===== config.mk =====
export PLATFORM = sky130hd
export DESIGN_NAME = fft_frame_scheduler_flat
export DESIGN_NICKNAME = d
export VERILOG_FILES = /design/src/rtl/fft_pkg.sv /design/src/rtl/fft_frame_scheduler_if.sv /design/src/rtl/fft_rr_arb2.sv /design/src/rtl/fft_frame_scheduler.sv /design/src/flat_wrapper.sv
export SDC_FILE = /design/constraint.sdc
export NUM_CORES = 1
export LEC_CHECK = 0
export ABC_AREA = 0
export CAP_MARGIN = 30
export CORE_MARGIN = 2
export CORE_UTILIZATION = 46
export CTS_CLUSTER_DIAMETER = 50
export CTS_CLUSTER_SIZE = 12
export DETAILED_ROUTE_END_ITERATION = 16
export PLACE_DENSITY = 0.88
export SETUP_SLACK_MARGIN = 0.5
export SLEW_MARGIN = 20
export SYNTH_ARGS = -nofsm -noshare
export SYNTH_HDL_FRONTEND = slang
export SYNTH_SLANG_ARGS = --single-unit

===== constraint.sdc =====
create_clock -name clk -period 5.98 [get_ports clk]
set_input_delay 1.196 -clock clk [delete_from_list [all_inputs] [get_ports clk]]
set_output_delay 1.196 -clock clk [all_outputs]
set_load 0.02 [all_outputs]

===== src/rtl/fft_pkg.sv =====
// Shared types and constants for the FFT frame scheduler: FSM states,
// frame geometry defaults, channel IDs and the round-robin pick rule.
package fft_pkg;

    localparam int FRAME_LEN_DEF = 256;
    localparam int CNT_W_DEF     = 8;

    typedef enum logic [1:0] {
        S_CFG   = 2'd0,
        S_IDLE  = 2'd1,
        S_FEED  = 2'd2,
        S_DRAIN = 2'd3
    } state_t;

    localparam logic CH0 = 1'b0;
    localparam logic CH1 = 1'b1;

    // On a tie the channel that did not win last time is chosen.
    function automatic logic rr_pick(input logic req0, input logic req1, input logic last);
        if (req0 && req1) begin
            return ~last;
        end
        return req1 ? CH1 : CH0;
    endfunction

endpackage


===== src/rtl/fft_frame_scheduler_if.sv =====
// Bundle of the scheduler's channel, FFT stream and result signals.
// The master modport is the scheduler side; slave is its environment.
interface fft_frame_scheduler_if #(
    parameter int DATAIN_WIDTH  = 16,
    parameter int DATAOUT_WIDTH = 32,
    parameter int CNT_W         = 8
);
    logic                       ch0_frame_rdy;
    logic [DATAIN_WIDTH-1:0]    ch0_data;
    logic                       ch0_rd_en;
    logic                       ch1_frame_rdy;
    logic [DATAIN_WIDTH-1:0]    ch1_data;
    logic                       ch1_rd_en;

    logic                       cfg_tvalid;
    logic                       cfg_tdata;
    logic                       cfg_tready;

    logic                       fft_in_tvalid;
    logic [2*DATAIN_WIDTH-1:0]  fft_in_tdata;
    logic                       fft_in_tlast;
    logic                       fft_in_tready;

    logic                       fft_out_tvalid;
    logic [2*DATAOUT_WIDTH-1:0] fft_out_tdata;
    logic                       fft_out_tlast;

    logic                       res_valid;
    logic [DATAOUT_WIDTH-1:0]   res_re;
    logic [DATAOUT_WIDTH-1:0]   res_im;
    logic [CNT_W-1:0]           res_idx;
    logic                       res_ch;
    logic                       res_sop;
    logic                       res_eop;
    logic                       frame_err;
    logic                       busy;

    modport master (
        input  ch0_frame_rdy, ch0_data, ch1_frame_rdy, ch1_data,
        input  cfg_tready, fft_in_tready,
        input  fft_out_tvalid, fft_out_tdata, fft_out_tlast,
        output ch0_rd_en, ch1_rd_en,
        output cfg_tvalid, cfg_tdata,
        output fft_in_tvalid, fft_in_tdata, fft_in_tlast,
        output res_valid, res_re, res_im, res_idx, res_ch, res_sop, res_eop,
        output frame_err, busy
    );

    modport slave (
        output ch0_frame_rdy, ch0_data, ch1_frame_rdy, ch1_data,
        output cfg_tready, fft_in_tready,
        output fft_out_tvalid, fft_out_tdata, fft_out_tlast,
        input  ch0_rd_en, ch1_rd_en,
        input  cfg_tvalid, cfg_tdata,
        input  fft_in_tvalid, fft_in_tdata, fft_in_tlast,
        input  res_valid, res_re, res_im, res_idx, res_ch, res_sop, res_eop,
        input  frame_err, busy
    );
endinterface


===== src/rtl/fft_rr_arb2.sv =====
// Two-requester round-robin arbiter. The last-grant register doubles as
// the current grant, so it stays stable for the whole frame once latched.
module fft_rr_arb2
    import fft_pkg::*;
(
    input  logic       clk,
    input  logic       rst_n,
    input  logic [1:0] req,
    input  logic       en,
    output logic       any_req,
    output logic       gnt
);

    logic last_reg;
    logic pick;

    assign any_req = |req;
    assign pick    = rr_pick(req[0], req[1], last_reg);
    assign gnt     = last_reg;

    // Reset to CH1 so CH0 wins the first tie.
    always_ff @(posedge clk or negedge rst_n) begin
        if (!rst_n) begin
            last_reg <= CH1;
        end else if (en && any_req) begin
            last_reg <= pick;
        end
    end

endmodule


===== src/rtl/fft_frame_scheduler.sv =====
// Time-shares one streaming FFT between two sample channels: configures the
// core once, feeds whole frames round-robin and tags the returning bins.
module fft_frame_scheduler
    import fft_pkg::*;
#(
    parameter int DATAIN_WIDTH  = 16,
    parameter int DATAOUT_WIDTH = 32,
    parameter int FRAME_LEN     = FRAME_LEN_DEF,
    parameter int CNT_W         = CNT_W_DEF,
    parameter int TIMEOUT       = 4096
) (
    input  logic                  clk,
    input  logic                  rst_n,
    fft_frame_scheduler_if.master bus
);

    localparam int               WD_W     = $clog2(TIMEOUT);
    localparam logic [CNT_W-1:0] LAST_IDX = CNT_W'(FRAME_LEN - 1);
    localparam logic [WD_W-1:0]  WD_LAST  = WD_W'(TIMEOUT - 1);

    state_t                     state_reg;
    logic [CNT_W-1:0]           in_cnt_reg;
    logic [CNT_W-1:0]           out_cnt_reg;
    logic [WD_W-1:0]            wd_reg;
    logic                       cfg_tvalid_reg;
    logic                       busy_reg;
    logic                       frame_err_reg;
    logic                       res_valid_reg;
    logic                       res_sop_reg;
    logic                       res_eop_reg;
    logic                       res_ch_reg;
    logic [DATAOUT_WIDTH-1:0]   res_re_reg;
    logic [DATAOUT_WIDTH-1:0]   res_im_reg;
    logic [CNT_W-1:0]           res_idx_reg;

    logic       any_req;
    logic       gnt;
    logic       feeding;
    logic       in_accept;
    logic       in_last;
    logic       out_beat;
    logic [1:0] rd_en;

    fft_rr_arb2 u_arb (
        .clk     (clk),
        .rst_n   (rst_n),
        .req     ({bus.ch1_frame_rdy, bus.ch0_frame_rdy}),
        .en      (state_reg == S_IDLE),
        .any_req (any_req),
        .gnt     (gnt)
    );

    assign feeding   = (state_reg == S_FEED);
    assign in_accept = feeding && bus.fft_in_tready;
    assign in_last   = feeding && (in_cnt_reg == LAST_IDX);
    assign out_beat  = (state_reg == S_DRAIN) && bus.fft_out_tvalid;

    // Pops follow the FFT handshake directly so a stalled beat is never lost.
    for (genvar gi = 0; gi < 2; gi++) begin : g_rd_en
        assign rd_en[gi] = in_accept && (gnt == 1'(gi));
    end

    assign bus.ch0_rd_en     = rd_en[0];
    assign bus.ch1_rd_en     = rd_en[1];
    assign bus.fft_in_tvalid = feeding;
    assign bus.fft_in_tlast  = in_last;
    assign bus.fft_in_tdata  = feeding ?
        {{DATAIN_WIDTH{1'b0}}, (gnt == CH1) ? bus.ch1_data : bus.ch0_data} : '0;

    assign bus.cfg_tvalid = cfg_tvalid_reg;
    assign bus.cfg_tdata  = cfg_tvalid_reg;
    assign bus.busy       = busy_reg;
    assign bus.frame_err  = frame_err_reg;
    assign bus.res_valid  = res_valid_reg;
    assign bus.res_re     = res_re_reg;
    assign bus.res_im     = res_im_reg;
    assign bus.res_idx    = res_idx_reg;
    assign bus.res_ch     = res_ch_reg;
    assign bus.res_sop    = res_sop_reg;
    assign bus.res_eop    = res_eop_reg;

    always_ff @(posedge clk or negedge rst_n) begin
        if (!rst_n) begin
            state_reg      <= S_CFG;
            in_cnt_reg     <= '0;
            out_cnt_reg    <= '0;
            wd_reg         <= '0;
            cfg_tvalid_reg <= 1'b0;
            busy_reg       <= 1'b0;
            frame_err_reg  <= 1'b0;
            res_valid_reg  <= 1'b0;
            res_sop_reg    <= 1'b0;
            res_eop_reg    <= 1'b0;
            res_ch_reg     <= 1'b0;
            res_re_reg     <= '0;
            res_im_reg     <= '0;
            res_idx_reg    <= '0;
        end else begin
            frame_err_reg <= 1'b0;
            res_valid_reg <= out_beat;
            res_sop_reg   <= out_beat && (out_cnt_reg == '0);
            res_eop_reg   <= out_beat && bus.fft_out_tlast;
            if (out_beat) begin
                res_re_reg  <= bus.fft_out_tdata[DATAOUT_WIDTH-1:0];
                res_im_reg  <= bus.fft_out_tdata[2*DATAOUT_WIDTH-1:DATAOUT_WIDTH];
                res_idx_reg <= out_cnt_reg;
                res_ch_reg  <= gnt;
            end
            // Output beats outside DRAIN have no frame to belong to.
            if (bus.fft_out_tvalid && state_reg != S_DRAIN) begin
                frame_err_reg <= 1'b1;
            end

            case (state_reg)
                S_CFG: begin
                    if (cfg_tvalid_reg && bus.cfg_tready) begin
                        cfg_tvalid_reg <= 1'b0;
                        busy_reg       <= 1'b0;
                        state_reg      <= S_IDLE;
                    end else begin
                        cfg_tvalid_reg <= 1'b1;
                        busy_reg       <= 1'b1;
                    end
                end
                S_IDLE: begin
                    if (any_req) begin
                        in_cnt_reg  <= '0;
                        out_cnt_reg <= '0;
                        busy_reg    <= 1'b1;
                        state_reg   <= S_FEED;
                    end
                end
                S_FEED: begin
                    if (in_accept) begin
                        in_cnt_reg <= in_cnt_reg + 1'b1;
                        if (in_last) begin
                            wd_reg    <= '0;
                            state_reg <= S_DRAIN;
                        end
                    end
                end
                S_DRAIN: begin
                    wd_reg <= wd_reg + 1'b1;
                    if (out_beat) begin
                        out_cnt_reg <= out_cnt_reg + 1'b1;
                    end
                    if (out_beat && bus.fft_out_tlast) begin
                        frame_err_reg <= (out_cnt_reg != LAST_IDX);
                        busy_reg      <= 1'b0;
                        state_reg     <= S_IDLE;
                    end else if (wd_reg == WD_LAST) begin
                        frame_err_reg <= 1'b1;
                        busy_reg      <= 1'b0;
                        state_reg     <= S_IDLE;
                    end
                end
                default: state_reg <= S_IDLE;
            endcase
        end
    end

endmodule


===== src/flat_wrapper.sv =====
// flat-port wrapper written by rule: the top's interface ports become plain ports
module fft_frame_scheduler_flat import fft_pkg::*;
#(
    parameter int DATAIN_WIDTH  = 16,
    parameter int DATAOUT_WIDTH = 32,
    parameter int FRAME_LEN     = FRAME_LEN_DEF,
    parameter int CNT_W         = CNT_W_DEF,
    parameter int TIMEOUT       = 4096
)
  (clk, rst_n, bus_ch0_frame_rdy, bus_ch0_data, bus_ch1_frame_rdy, bus_ch1_data, bus_cfg_tready, bus_fft_in_tready, bus_fft_out_tvalid, bus_fft_out_tdata, bus_fft_out_tlast, bus_ch0_rd_en, bus_ch1_rd_en, bus_cfg_tvalid, bus_cfg_tdata, bus_fft_in_tvalid, bus_fft_in_tdata, bus_fft_in_tlast, bus_res_valid, bus_res_re, bus_res_im, bus_res_idx, bus_res_ch, bus_res_sop, bus_res_eop, bus_frame_err, bus_busy);
  fft_frame_scheduler_if #(.DATAIN_WIDTH(DATAIN_WIDTH), .DATAOUT_WIDTH(DATAOUT_WIDTH), .CNT_W(CNT_W)) bus_i ();
  input  logic clk;
  input  logic rst_n;
  input wire logic [$bits(bus_i.ch0_frame_rdy)-1:0] bus_ch0_frame_rdy;
  input wire logic [$bits(bus_i.ch0_data)-1:0] bus_ch0_data;
  input wire logic [$bits(bus_i.ch1_frame_rdy)-1:0] bus_ch1_frame_rdy;
  input wire logic [$bits(bus_i.ch1_data)-1:0] bus_ch1_data;
  input wire logic [$bits(bus_i.cfg_tready)-1:0] bus_cfg_tready;
  input wire logic [$bits(bus_i.fft_in_tready)-1:0] bus_fft_in_tready;
  input wire logic [$bits(bus_i.fft_out_tvalid)-1:0] bus_fft_out_tvalid;
  input wire logic [$bits(bus_i.fft_out_tdata)-1:0] bus_fft_out_tdata;
  input wire logic [$bits(bus_i.fft_out_tlast)-1:0] bus_fft_out_tlast;
  output wire logic [$bits(bus_i.ch0_rd_en)-1:0] bus_ch0_rd_en;
  output wire logic [$bits(bus_i.ch1_rd_en)-1:0] bus_ch1_rd_en;
  output wire logic [$bits(bus_i.cfg_tvalid)-1:0] bus_cfg_tvalid;
  output wire logic [$bits(bus_i.cfg_tdata)-1:0] bus_cfg_tdata;
  output wire logic [$bits(bus_i.fft_in_tvalid)-1:0] bus_fft_in_tvalid;
  output wire logic [$bits(bus_i.fft_in_tdata)-1:0] bus_fft_in_tdata;
  output wire logic [$bits(bus_i.fft_in_tlast)-1:0] bus_fft_in_tlast;
  output wire logic [$bits(bus_i.res_valid)-1:0] bus_res_valid;
  output wire logic [$bits(bus_i.res_re)-1:0] bus_res_re;
  output wire logic [$bits(bus_i.res_im)-1:0] bus_res_im;
  output wire logic [$bits(bus_i.res_idx)-1:0] bus_res_idx;
  output wire logic [$bits(bus_i.res_ch)-1:0] bus_res_ch;
  output wire logic [$bits(bus_i.res_sop)-1:0] bus_res_sop;
  output wire logic [$bits(bus_i.res_eop)-1:0] bus_res_eop;
  output wire logic [$bits(bus_i.frame_err)-1:0] bus_frame_err;
  output wire logic [$bits(bus_i.busy)-1:0] bus_busy;
  assign bus_i.ch0_frame_rdy = bus_ch0_frame_rdy;
  assign bus_i.ch0_data = bus_ch0_data;
  assign bus_i.ch1_frame_rdy = bus_ch1_frame_rdy;
  assign bus_i.ch1_data = bus_ch1_data;
  assign bus_i.cfg_tready = bus_cfg_tready;
  assign bus_i.fft_in_tready = bus_fft_in_tready;
  assign bus_i.fft_out_tvalid = bus_fft_out_tvalid;
  assign bus_i.fft_out_tdata = bus_fft_out_tdata;
  assign bus_i.fft_out_tlast = bus_fft_out_tlast;
  assign bus_ch0_rd_en = bus_i.ch0_rd_en;
  assign bus_ch1_rd_en = bus_i.ch1_rd_en;
  assign bus_cfg_tvalid = bus_i.cfg_tvalid;
  assign bus_cfg_tdata = bus_i.cfg_tdata;
  assign bus_fft_in_tvalid = bus_i.fft_in_tvalid;
  assign bus_fft_in_tdata = bus_i.fft_in_tdata;
  assign bus_fft_in_tlast = bus_i.fft_in_tlast;
  assign bus_res_valid = bus_i.res_valid;
  assign bus_res_re = bus_i.res_re;
  assign bus_res_im = bus_i.res_im;
  assign bus_res_idx = bus_i.res_idx;
  assign bus_res_ch = bus_i.res_ch;
  assign bus_res_sop = bus_i.res_sop;
  assign bus_res_eop = bus_i.res_eop;
  assign bus_frame_err = bus_i.frame_err;
  assign bus_busy = bus_i.busy;
  fft_frame_scheduler #(.DATAIN_WIDTH(DATAIN_WIDTH), .DATAOUT_WIDTH(DATAOUT_WIDTH), .FRAME_LEN(FRAME_LEN), .CNT_W(CNT_W), .TIMEOUT(TIMEOUT)) u_core (.clk(clk), .rst_n(rst_n), .bus(bus_i));
endmodule

# Yosys cells after proc, flatten, opt, wreduce, memory -nomap -nowiden
# Index checks and enable logic that the tools add are counted.
# W data, S select, Z words.
dict set report totals {
  reg_bits 110
  latch_bits 0
  mem_bits_rw 0
  romBits 0
  mem_count 0
}
dict set report op_classes {
  addsub 3
  n_mul 0
  div 0
  order_cmp 0
  eq_ne 13
  n_shift 0
  mux 30
  bitwise_logic 1
  reduce_logical 23
}
# operator count
set ops {}
lappend ops {{$mux W16} 2}
lappend ops {{$pmux W8 S2} 2}
lappend ops {{$mux W12} 2}
lappend ops {{$mux W8} 3}
lappend ops {{$pmux W12 S2} 1}
lappend ops {{$add A8 B1 Y8 const B} 2}
lappend ops {{$add A12 B1 Y12 const B} 1}
lappend ops {{$eq A12 B12 Y1 const B} 1}
lappend ops {{$mux W1} 12}
lappend ops {{$mux W2} 6}
lappend ops {{$reduce_and A3 Y1} 4}
lappend ops {{$logic_and A1 B1 Y1} 11}
lappend ops {{$eq A8 B8 Y1 const B} 1}
lappend ops {{$logic_not A8 Y1} 1}
lappend ops {{$ne A8 B8 Y1 const B} 1}
lappend ops {{$pmux W2 S4} 1}
lappend ops {{$ne A2 B1 Y1 const B} 3}
lappend ops {{$ne A2 B2 Y1 const B} 3}
lappend ops {{$reduce_bool A2 Y1} 3}
lappend ops {{$reduce_and A5 Y1} 1}
lappend ops {{$eq A2 B2 Y1 const B} 2}
lappend ops {{$ne A3 B3 Y1 const B} 1}
lappend ops {{$pmux W1 S3} 1}
lappend ops {{$reduce_bool A3 Y1} 1}
lappend ops {{other kinds (4)} 4}

# Longest topological paths before layout
dict set report logic_depth {
  depth_word 6
  mapped_depth 9
}

# Hierarchy
# Synthesis repeated with hierarchy kept, for this count alone.
dict set report unflattened {
  hier_cells 447
  hier_area_um2 5190.0
}
# mod n_inst cells_each area_per_inst_um2 seq_area_each_um2
set modules_own_cells {}
lappend modules_own_cells {fft_frame_scheduler 1 443 5146.2 2727.6}
lappend modules_own_cells {fft_rr_arb2 1 4 43.8 26.3}

# Least setup slack after synthesis
# OpenSTA, ideal clock, no wires.
dict set report synth_path {
  path_kind {register to output}
  start {register u_core.state_reg[0]}
  end {output bus_fft_in_tdata[10]}
  t_arrival_ns 1.819
  required_ns 4.784
  path_slack_ns 2.965
  stages_incl_launch_ff 8
  path_buffers 3
  cell_sequence {dfrtp_1 > inv_1 > ha_1 > buf_2 > inv_1 > clkbuf_1 > clkbuf_1 > nor2_1}
}
dict set report synth_between {
  elab_chain_cells 2
}
# element line
set synth_rtl {}
lappend synth_rtl {{start, declared} fft_frame_scheduler.sv:21} ;# state_t state_reg;
lappend synth_rtl {{start signal, assigned} fft_frame_scheduler.sv:84} ;# state_reg <= S_CFG;
lappend synth_rtl {{start signal, assigned} fft_frame_scheduler.sv:119} ;# state_reg <= S_IDLE;
lappend synth_rtl {{start signal, assigned} fft_frame_scheduler.sv:130} ;# state_reg <= S_FEED;
lappend synth_rtl {{$eq A2 B2 Y1} fft_frame_scheduler.sv:53} ;# assign feeding = (state_reg == S_FEED);
lappend synth_rtl {{via bus_fft_in_tvalid} flat_wrapper.sv:27} ;# output wire logic [$bits(bus_i.fft_in_tvalid)-1:0] bus_fft_in_tvalid;
lappend synth_rtl {{$mux W16} fft_frame_scheduler.sv:67} ;# assign bus.fft_in_tdata = feeding ?
lappend synth_rtl {{end, declared} flat_wrapper.sv:28} ;# output wire logic [$bits(bus_i.fft_in_tdata)-1:0] bus_fft_in_tdata;
# The timed path passes the listed nets, and every way through them passes these cells.

# Worst setup path in the final report
dict set report layout_path {
  start {register u_core.state_reg[0]}
  end {output bus_fft_in_tdata[10]}
}
dict set report layout_between {
  elab_chain_cells 2
}
# element line
set layout_rtl {}
lappend layout_rtl {{$eq A2 B2 Y1} fft_frame_scheduler.sv:53}
lappend layout_rtl {{$mux W16} fft_frame_scheduler.sv:67}
# Every way passes these cells.

==> results.toml <==
[synth]
yosys_warnings = 0
synth_cell_types = 46
ys.flop_type = "dfrtp_1"
synth_cells = 429
yosysSeqAreaShare_pct = 53.7
ys_ff_latch = 110
yosys.area.top_type = "dfrtp_1"
synth.most_common_cell = "dfrtp_1"
synthTopCellsByArea = "dfrtp_1 (53%), mux2_2 (16%), mux2i_1 (3.5%), buf_4 (2.5%), ha_1 (2.4%)"
synth_area_sq_um = 5130
synth_top_area_share_pct = 53.2
syn_area_per_cell_sq_um = 12.0
async_reset_ff_share_pct = 100
synth_common_cells = "dfrtp_1 (109), mux2_2 (73), nand2_1 (32), nor2_1 (30), mux2i_1 (18)"
synth_edf_count = 0

[die]
floorplan.die_area_sq_um = 12000
fp.dieH_um = 110
die_x_um = 110
io_pins = 220
core_area_sq_um = 10800
rows = 38
initial_core_util_pct = 47.3

[global_routing]
grt_util_all_layers_pct = 20.7
grt_max_degree = 79
grt_pass1_wl_um = 19200
grt_pass1_vias = 4062
grt-ovfl-total = 0
antenna_found_initial = 0

[worst_setup_path]
r2r_cells = 7
cpPeakStageDelay_ns = 0.63
r2r_setup_slack_ns = 3.10
cp.arrival_ns = 2.67
path_class = "flip-flop to output port"
r2r-start = "u_core.state_reg[0]"
crit_family = "buffers and inverters"
worst-path-buf-inv = 3
cp_cell_sequence = "inv_1, ha_1, inv_1, nor2_1, clkdlybuf4s50_1"
crit_fanout = 20
critPathCaptureType = "output port"
crit_top_cell = "inv_1"
slowest_stage = "clkdlybuf4s50_1"
start_kind = "flip-flop"
required_ns = 4.78
r2r_end = "u_core.wd_reg[9]"

[cells_and_area]
areaGrowthSynthToFinish_pct = 44.4
drive_gt1_share_pct = 16.2
fill_cells = 810
fin_nets = 738
diodes = 0

[timing]
timing.slew.headroom_pct = 49.5
finalCritPeriodShare_pct = 64.7
hold_viol = 0
finalCriticalPeriod_ns = 3.87
max_freq_ghz = 0.259
setup_ws_ns = 2.11
fin_tns_setup_ns = 0
setup_viol = 0
whs_ns = 0.489
drv_slew = 0
fin_skew_ns = 0.0102
rsz0062_at_grt = "no"
tightest_slew_ns = 0.757

[pwr]
irDropWorstVdd_uv = 329
power.density_nw_per_um2 = 467
p_total_mw = 3.46
p_leak_nw = 3.23

[clock_tree]
postCtsSetupBuffers = 0
clkTransAtPathRegs_ns = 0.10
cts_root_buffer = "clkbuf_8"
clock_latency_ns = 0.37
cts_hold_buf = 0
cts_buffer_depth = 2
cts_max_level = 3
cts.sink_count = 110
cts_made_buffers = 9
cts_tree = "done"
ctsResizeCount = 0

[job]
maxCapViolCount = 0

[detailed_routing]
postRouteAntennaNets = 0
routed_wl_um = 12000
avgViaCountPerCell = 5.15
drc = 0
detail_route.iter0.violations = 125
num_vias = 3961
avgRoutedWirePerCell_um = 15.6
first_pass_iters = 4

[placed_design]
place_congestion = 0.799
pre_cts_ws_ns = 2.15
dpl.hpwl_um = 9140
port_buffers = 203

[min_path]
hold_depth = 2
worstHoldStart = "u_core.bus.res_idx[1]"
min_to = "u_core.bus.res_idx[1]"
min_path_type = "flip-flop to flip-flop"

[status]
status = "complete, no violations"
[cells in the final DEF, fill, tap and decap left out, drive strengths merged, types with 3 or more instances in the layout]
master,synthesis,final
o21ai,14,14
mux2,74,74
ha,10,10
nand3,9,9
nor3,15,15
nor2,30,30
a32o,3,3
clkdlybuf4s50,0,202
a21o,8,8
xnor2,5,5
clkbuf,3,10
a31oi,3,3
a22o,10,10
inv,10,13
nand4,6,6
a21oi,6,6
or3,5,5
buf,33,3
conb,1,16
and3,3,3
mux2i,18,18
nand2,32,32
nand2b,4,4
dfrtp,109,109
[final cells by class]
type                            instances  area, sq um  area share (%)
Sequential cell                       110         2750            37.2
Multi-Input combinational cell        288         2190            29.5
Timing Repair Buffer                  205         2060            27.9
Tap cell                              140          175            2.36
Clock buffer                           10          138            1.86
Clock inverter                          6         53.8           0.726
Inverter                               10         37.5           0.507
[how the worst max path moves through the flow]
stage	startpoint	endpoint	slack [ns]	cells past startpoint
finish	u_core.state_reg[0]	bus_fft_in_tdata[10]	2.11	5
global route	u_core.state_reg[0]	bus_fft_in_tdata[10]	1.90	5
CTS	u_core.state_reg[0]	bus_fft_in_tdata[10]	2.08	5
detailed placement	bus_fft_in_tready	bus_ch0_rd_en	2.15	4
global placement	bus_fft_in_tready	bus_ch0_rd_en	2.14	4
floorplan	u_core.state_reg[0]	bus_fft_in_tdata[10]	2.96	7
[power by group]
group / internal [mW] / leakage (nW) / switching [mW] / total (mW)
registers: 1.04 / 1.37 / 0.204 / 1.24
logic: 0.918 / 1.77 / 0.867 / 1.79
clock network: 0.171 / 0.0954 / 0.262 / 0.432
[per-layer routing]
| metal | vias to the layer above | wire, um | global-route usage [%] |
|---|---|---|---|
| met3 | 17 | 1130 | 5.87 |
| met2 | 177 | 5960 | 37.1 |
| met1 | 1898 | 4740 | 23.3 |
| met4 | 0 | 196 | 7.50 |
| met5 | - | 0 | 0 |
| li1 | 1869 | - | - |
[metrics by stage]
step / utilization, % / area [sq um] / instances
final: 68.3 / 7410 / 769
after global routing: 68.3 / 7410 / 769
after CTS: 68.1 / 7380 / 768
after detailed placement: 66.3 / 7190 / 752
after global placement: 66.3 / 7190 / 752
after floorplan: - / 5190 / 444
[worst reg2reg max path, stage by stage (launching register included)]
cell and delay (ns):
dfrtp_1 0.46, inv_1 0.15, ha_1 0.46, inv_1 0.40, o31a_1 0.63, or4_1 0.50, nand2_1 0.10, a22o_1 0.12
[kinds of logic after synthesis]
group / after synthesis / synth area share (%)
simple gates: 114 / 11.2
flops: 110 / 53.7
mux: 92 / 19.8
compound gates: 49 / 6.73
buf+inv: 46 / 4.97
fa+ha+maj: 10 / 2.44
xor+xnor: 7 / 1.19
other cells: 1 / 0.0731
(Power assumes the default switching activity.)
==> RTL change 1: new RTL, same settings <==
Encoding of `state_t`: now one-hot (4 bits for 4 states).
--- a/src/rtl/fft_pkg.sv
+++ b/src/rtl/fft_pkg.sv
@@ -5,11 +5,11 @@
     localparam int FRAME_LEN_DEF = 256;
     localparam int CNT_W_DEF     = 8;
 
-    typedef enum logic [1:0] {
-        S_CFG   = 2'd0,
-        S_IDLE  = 2'd1,
-        S_FEED  = 2'd2,
-        S_DRAIN = 2'd3
+    typedef enum logic [3:0] {
+        S_CFG   = 4'b0001,
+        S_IDLE  = 4'b0010,
+        S_FEED  = 4'b0100,
+        S_DRAIN = 4'b1000
     } state_t;
 
     localparam logic CH0 = 1'b0;
Behaviour: no difference found for any inputs over 10 cycles, from zero or initial values and one cycle with rst_n low; not proved beyond that.
==> RTL change 1 against the original RTL <==
  * Cell area down 1.7%
  * Routed wire length up 7.4%
  * Clock skew increased by 0.00099 ns
  * Sequential cell count rose by 2
  * Sequential share of layout area increased by 1.4 points
  * Fmax decreased by 4.4%
  * Area after synthesis shrank 1.5%
  * Largest cell class unchanged
  * Worst setup slack got worse by 0.18 ns
  * Worst hold slack got worse by 0.0077 ns
Power is not compared: it rests on default switching activity, and its combinational part moved more than twofold at a synthesized area within 25%.
==> RTL change 1: results (changes against the original RTL) <==
GR Layer Usage met1: 0.303 (was 0.233)
First-pass GRT wire length: 21300 microns (was 19200 microns)
Layout cell share with drive strength beyond 1: 0.0424 (was 0.162)
Post-Place Worst Slack: 1.99 ns (was 2.15 ns)
M1 WL: 5600 microns (was 4740 microns)
Vias in the first global route: 4369 (was 4062)
Multi-input gate area: 0.00204 sq mm (was 0.00219 sq mm)
Signal inverters: 7 (was 10)
Arr. time, crit path: 2.85 ns (was 2.67 ns)
First DRT Iteration DRCs: 216 (was 125)
Gr usage total: 0.227 (was 0.207)
Netlist cell types: 54 (was 46)
DP HPWL: 9400 microns (was 9140 microns)
Cell Area, Placed: 0.00710 sq mm (was 0.00719 sq mm)
Register share of the cell area: 0.385 (was 0.372)
Largest fanout on the critical path: 19 (was 20)
Count of cells resized by post-cts repair: 0 (unchanged)
Non-Clock Buffer Count: 206 (was 205)
Fin cells: 894 (was 769)
Clkbuf count: 11 (was 10)
Placed insts: 878 (was 752)
Slew headroom: 0.434 (was 0.495)
Comb_multi_in: 413 (was 288)
Met2 wire length: 6370 microns (was 5960 microns)
Post-synthesis xor/xnor area fraction: 0.0225 (was 0.0119)
Layout non-clock buf frac: 0.282 (was 0.279)
Nets: 857 (was 738)
Fill count: 874 (was 810)
Cells after synthesis: 559 (was 429)
Met3 wire length: 683 microns (was 1130 microns)
Worst Skew: 0.0112 ns (was 0.0102 ns)
M2 GR Usage: 0.364 (was 0.371)
GPL Wtd Cong: 0.857 (was 0.799)
Top cells by area, synth: dfrtp_1 54%, nand2_1 17%, mux2i_1 3.2% (was dfrtp_1 53%, mux2_2 16%, mux2i_1 3.5%)
DR vias/cell: 4.90 (was 5.15)
Compound-gate portion of the synthesized area: 0.0517 (was 0.0673)
Status: finished, final reports clean (unchanged)
Sequential area share after synthesis: 0.555 (was 0.537)
Met3 Resource Use GR: 0.0616 (was 0.0587)
Adder-cell share of the synthesized area: 0.00990 (was 0.0244)
Clk tree area frac: 0.0248 (was 0.0258)
1st-pass router iterations: 4 (unchanged)
Avg WL per Cell: 14.5 microns (was 15.6 microns)
Largest net degree at the start of global routing: 82 (was 79)
Post-synthesis mux area share: 0.0317 (was 0.198)
Synthesized flop and latch total: 112 (was 110)
Post-synth top cells: 230 x nand2_1, 110 x dfrtp_1, 36 x nor2_1, 18 x buf_4, 16 x mux2i_1 (was 109 x dfrtp_1, 73 x mux2_2, 32 x nand2_1, 30 x nor2_1, 18 x mux2i_1)
Leakage: 3.50 nW
==> RTL change 1: worst paths after layout <==
kind / startpoint / to / slack (ns) / cells past startpoint
setup reg to reg: u_core.state_reg[1] / u_core.out_cnt_reg[2] / 3.45 / 6
setup / recovery: u_core.state_reg[1] / bus_ch0_rd_en / 1.94 / 5
max in group asynchronous: rst_n / u_core.wd_reg[3] / 3.94 / 2
hold / removal: u_core.bus.res_re[8] / u_core.bus.res_re[8] / 0.48 / 2
min in group asynchronous: rst_n / u_core.in_cnt_reg[7] / 0.86 / 1
hold reg to reg: u_core.bus.res_re[8] / u_core.bus.res_re[8] / 0.48 / 2
==> RTL change 1: worst max-delay path: stages, from the launching register on <==
cell and delay [ns]:
dfrtp_1 0.45, or4b_1 0.88, clkinv_2 0.28, nand2_2 0.14, nor2_1 0.12, clkdlybuf4s50_1 0.62
==> RTL change 1: report_power, final <==
group          switching, mW  internal [mW]
clock network          0.254          0.167
logic                  0.178          0.178
registers             0.0477          0.776
==> RTL change 2: new RTL, same settings <==
Made on the original files. The package constant `FRAME_LEN_DEF` goes from 256 to 192.
--- a/src/rtl/fft_pkg.sv
+++ b/src/rtl/fft_pkg.sv
@@ -2,7 +2,7 @@
 // frame geometry defaults, channel IDs and the round-robin pick rule.
 package fft_pkg;
 
-    localparam int FRAME_LEN_DEF = 256;
+    localparam int FRAME_LEN_DEF = 192;
     localparam int CNT_W_DEF     = 8;
 
     typedef enum logic [1:0] {
Behaviour: same outputs for any inputs over 10 cycles, from zero or initial values and one cycle with rst_n low; that may be too few to reach the edited logic, so the function may still have changed.
==> RTL change 2 against the original RTL <==
  * Routed wire length grew 6.2%
  * Power grew 2.5%
  * Sequential cell count is the same
  * Global-route usage shrank 0.20 points
  * Critical path type is now in2out
  * Largest cell class unchanged
  * Synthesized cell count shrank 1.4%
  * Worst setup slack lost 0.12 ns
  * Cell area grew 0.81%
  * Area after synthesis is essentially flat
==> RTL change 2: results (changes against the original RTL) <==
Fill count: 785 (was 810)
Nets: 733 (was 738)
Met3 Resource Use GR: 0.0350 (was 0.0587)
Worst Skew: 0.0115 ns (was 0.0102 ns)
Multi-input gate area: 0.00217 sq mm (was 0.00219 sq mm)
Post-synthesis xor/xnor area fraction: 0.0154 (was 0.0119)
Worst setup path end: bus_ch0_rd_en (was bus_fft_in_tdata[10])
Layout cell share with drive strength beyond 1: 0.165 (was 0.162)
R2R Setup Slk: 3.36 ns (was 3.10 ns)
M2 GR Usage: 0.374 (was 0.371)
DP HPWL: 9350 microns (was 9140 microns)
First-pass GRT wire length: 19200 microns (about the same)
Slew headroom: 0.396 (was 0.495)
GR Layer Usage met1: 0.240 (was 0.233)
Netlist cell types: 49 (was 46)
Compound-gate portion of the synthesized area: 0.0673 (about the same)
Slowest CP cell: clkdlybuf4s50_1 (unchanged)
Pwr Total: 3.55 mW (was 3.46 mW)
Adder-cell share of the synthesized area: 0.0244 (about the same)
Largest net degree at the start of global routing: 80 (was 79)
CP Launch Point: bus_fft_in_tready (was u_core.state_reg[0])
Post-synth top cells: 109 x dfrtp_1, 73 x mux2_2, 30 x nor2_1, 19 x nand2_1, 18 x mux2i_1 (was 109 x dfrtp_1, 73 x mux2_2, 32 x nand2_1, 30 x nor2_1, 18 x mux2i_1)
Hold_sp: u_core.bus.res_idx[0] (was u_core.bus.res_idx[1])
Maximum resistive drop on vdd: 403 uV (was 329 uV)
First DRT Iteration DRCs: 247 (was 125)
Leakage: 3.20 nW (was 3.23 nW)
Placed insts: 746 (was 752)
Clock buffer depth: 2 (unchanged)
GPL Wtd Cong: 0.754 (was 0.799)
Sequential area share after synthesis: 0.537 (about the same)
Largest fanout on the critical path: 8 (was 20)
Drt total wl: 12800 microns (was 12000 microns)
Post-synthesis mux area share: 0.195 (was 0.198)
Vias: 4003 (was 3961)
Internal power: 2.21 mW (was 2.13 mW)
Gr usage total: 0.205 (was 0.207)
WHS Endpoint: u_core.bus.res_idx[0] (was u_core.bus.res_idx[1])
Top cells by area, synth: dfrtp_1 53%, mux2_2 16%, mux2i_1 3.5% (unchanged)
RR Endpoint: u_core.wd_reg[7] (was u_core.wd_reg[9])
DR vias/cell: 5.24 (was 5.15)
Arr. time, crit path: 2.79 ns (was 2.67 ns)
Syn Area/Cell: 12.1 sq um (was 12.0 sq um)
Port bufs: 203 (unchanged)
Hold_ws: 0.497 ns (was 0.489 ns)
Cell count of the worst reg-to-reg path: 6 (was 7)
Status: finished, final reports clean (unchanged)
Cell Area, Placed: 0.00718 sq mm (was 0.00719 sq mm)
==> RTL change 2: cell type report <==
class                           instances  share of cell area
Sequential cell                       110               0.369
Multi-Input combinational cell        281               0.291
Timing Repair Buffer                  207               0.281
Tap cell                              140              0.0235
Clock buffer                           10              0.0184
Clock inverter                          6              0.0126
Inverter                               10             0.00503
==> RTL change 2: routing by layer <==
layer / up-vias / share of wire
met1: 1949 / 0.39
met5: - / 0
met2: 174 / 0.52
li1: 1866 / -
met3: 14 / 0.077
met4: 0 / 0.013
==> RTL change 2: metrics by stage <==
step	worst slack (ns)	utilization
CTS	1.99	0.684
floorplan	3.05	-
global placement	2.01	0.663
finish	1.99	0.689
detailed placement	1.98	0.663
global route	1.92	0.689
==> RTL change 2: worst reg2reg max path, stage by stage, from the launching register on <==
cell and delay, ns:
dfrtp_1 0.46, inv_1 0.13, ha_1 0.32, inv_1 0.48
a32oi_2 0.40, or4_1 0.62, a21oi_1 0.15
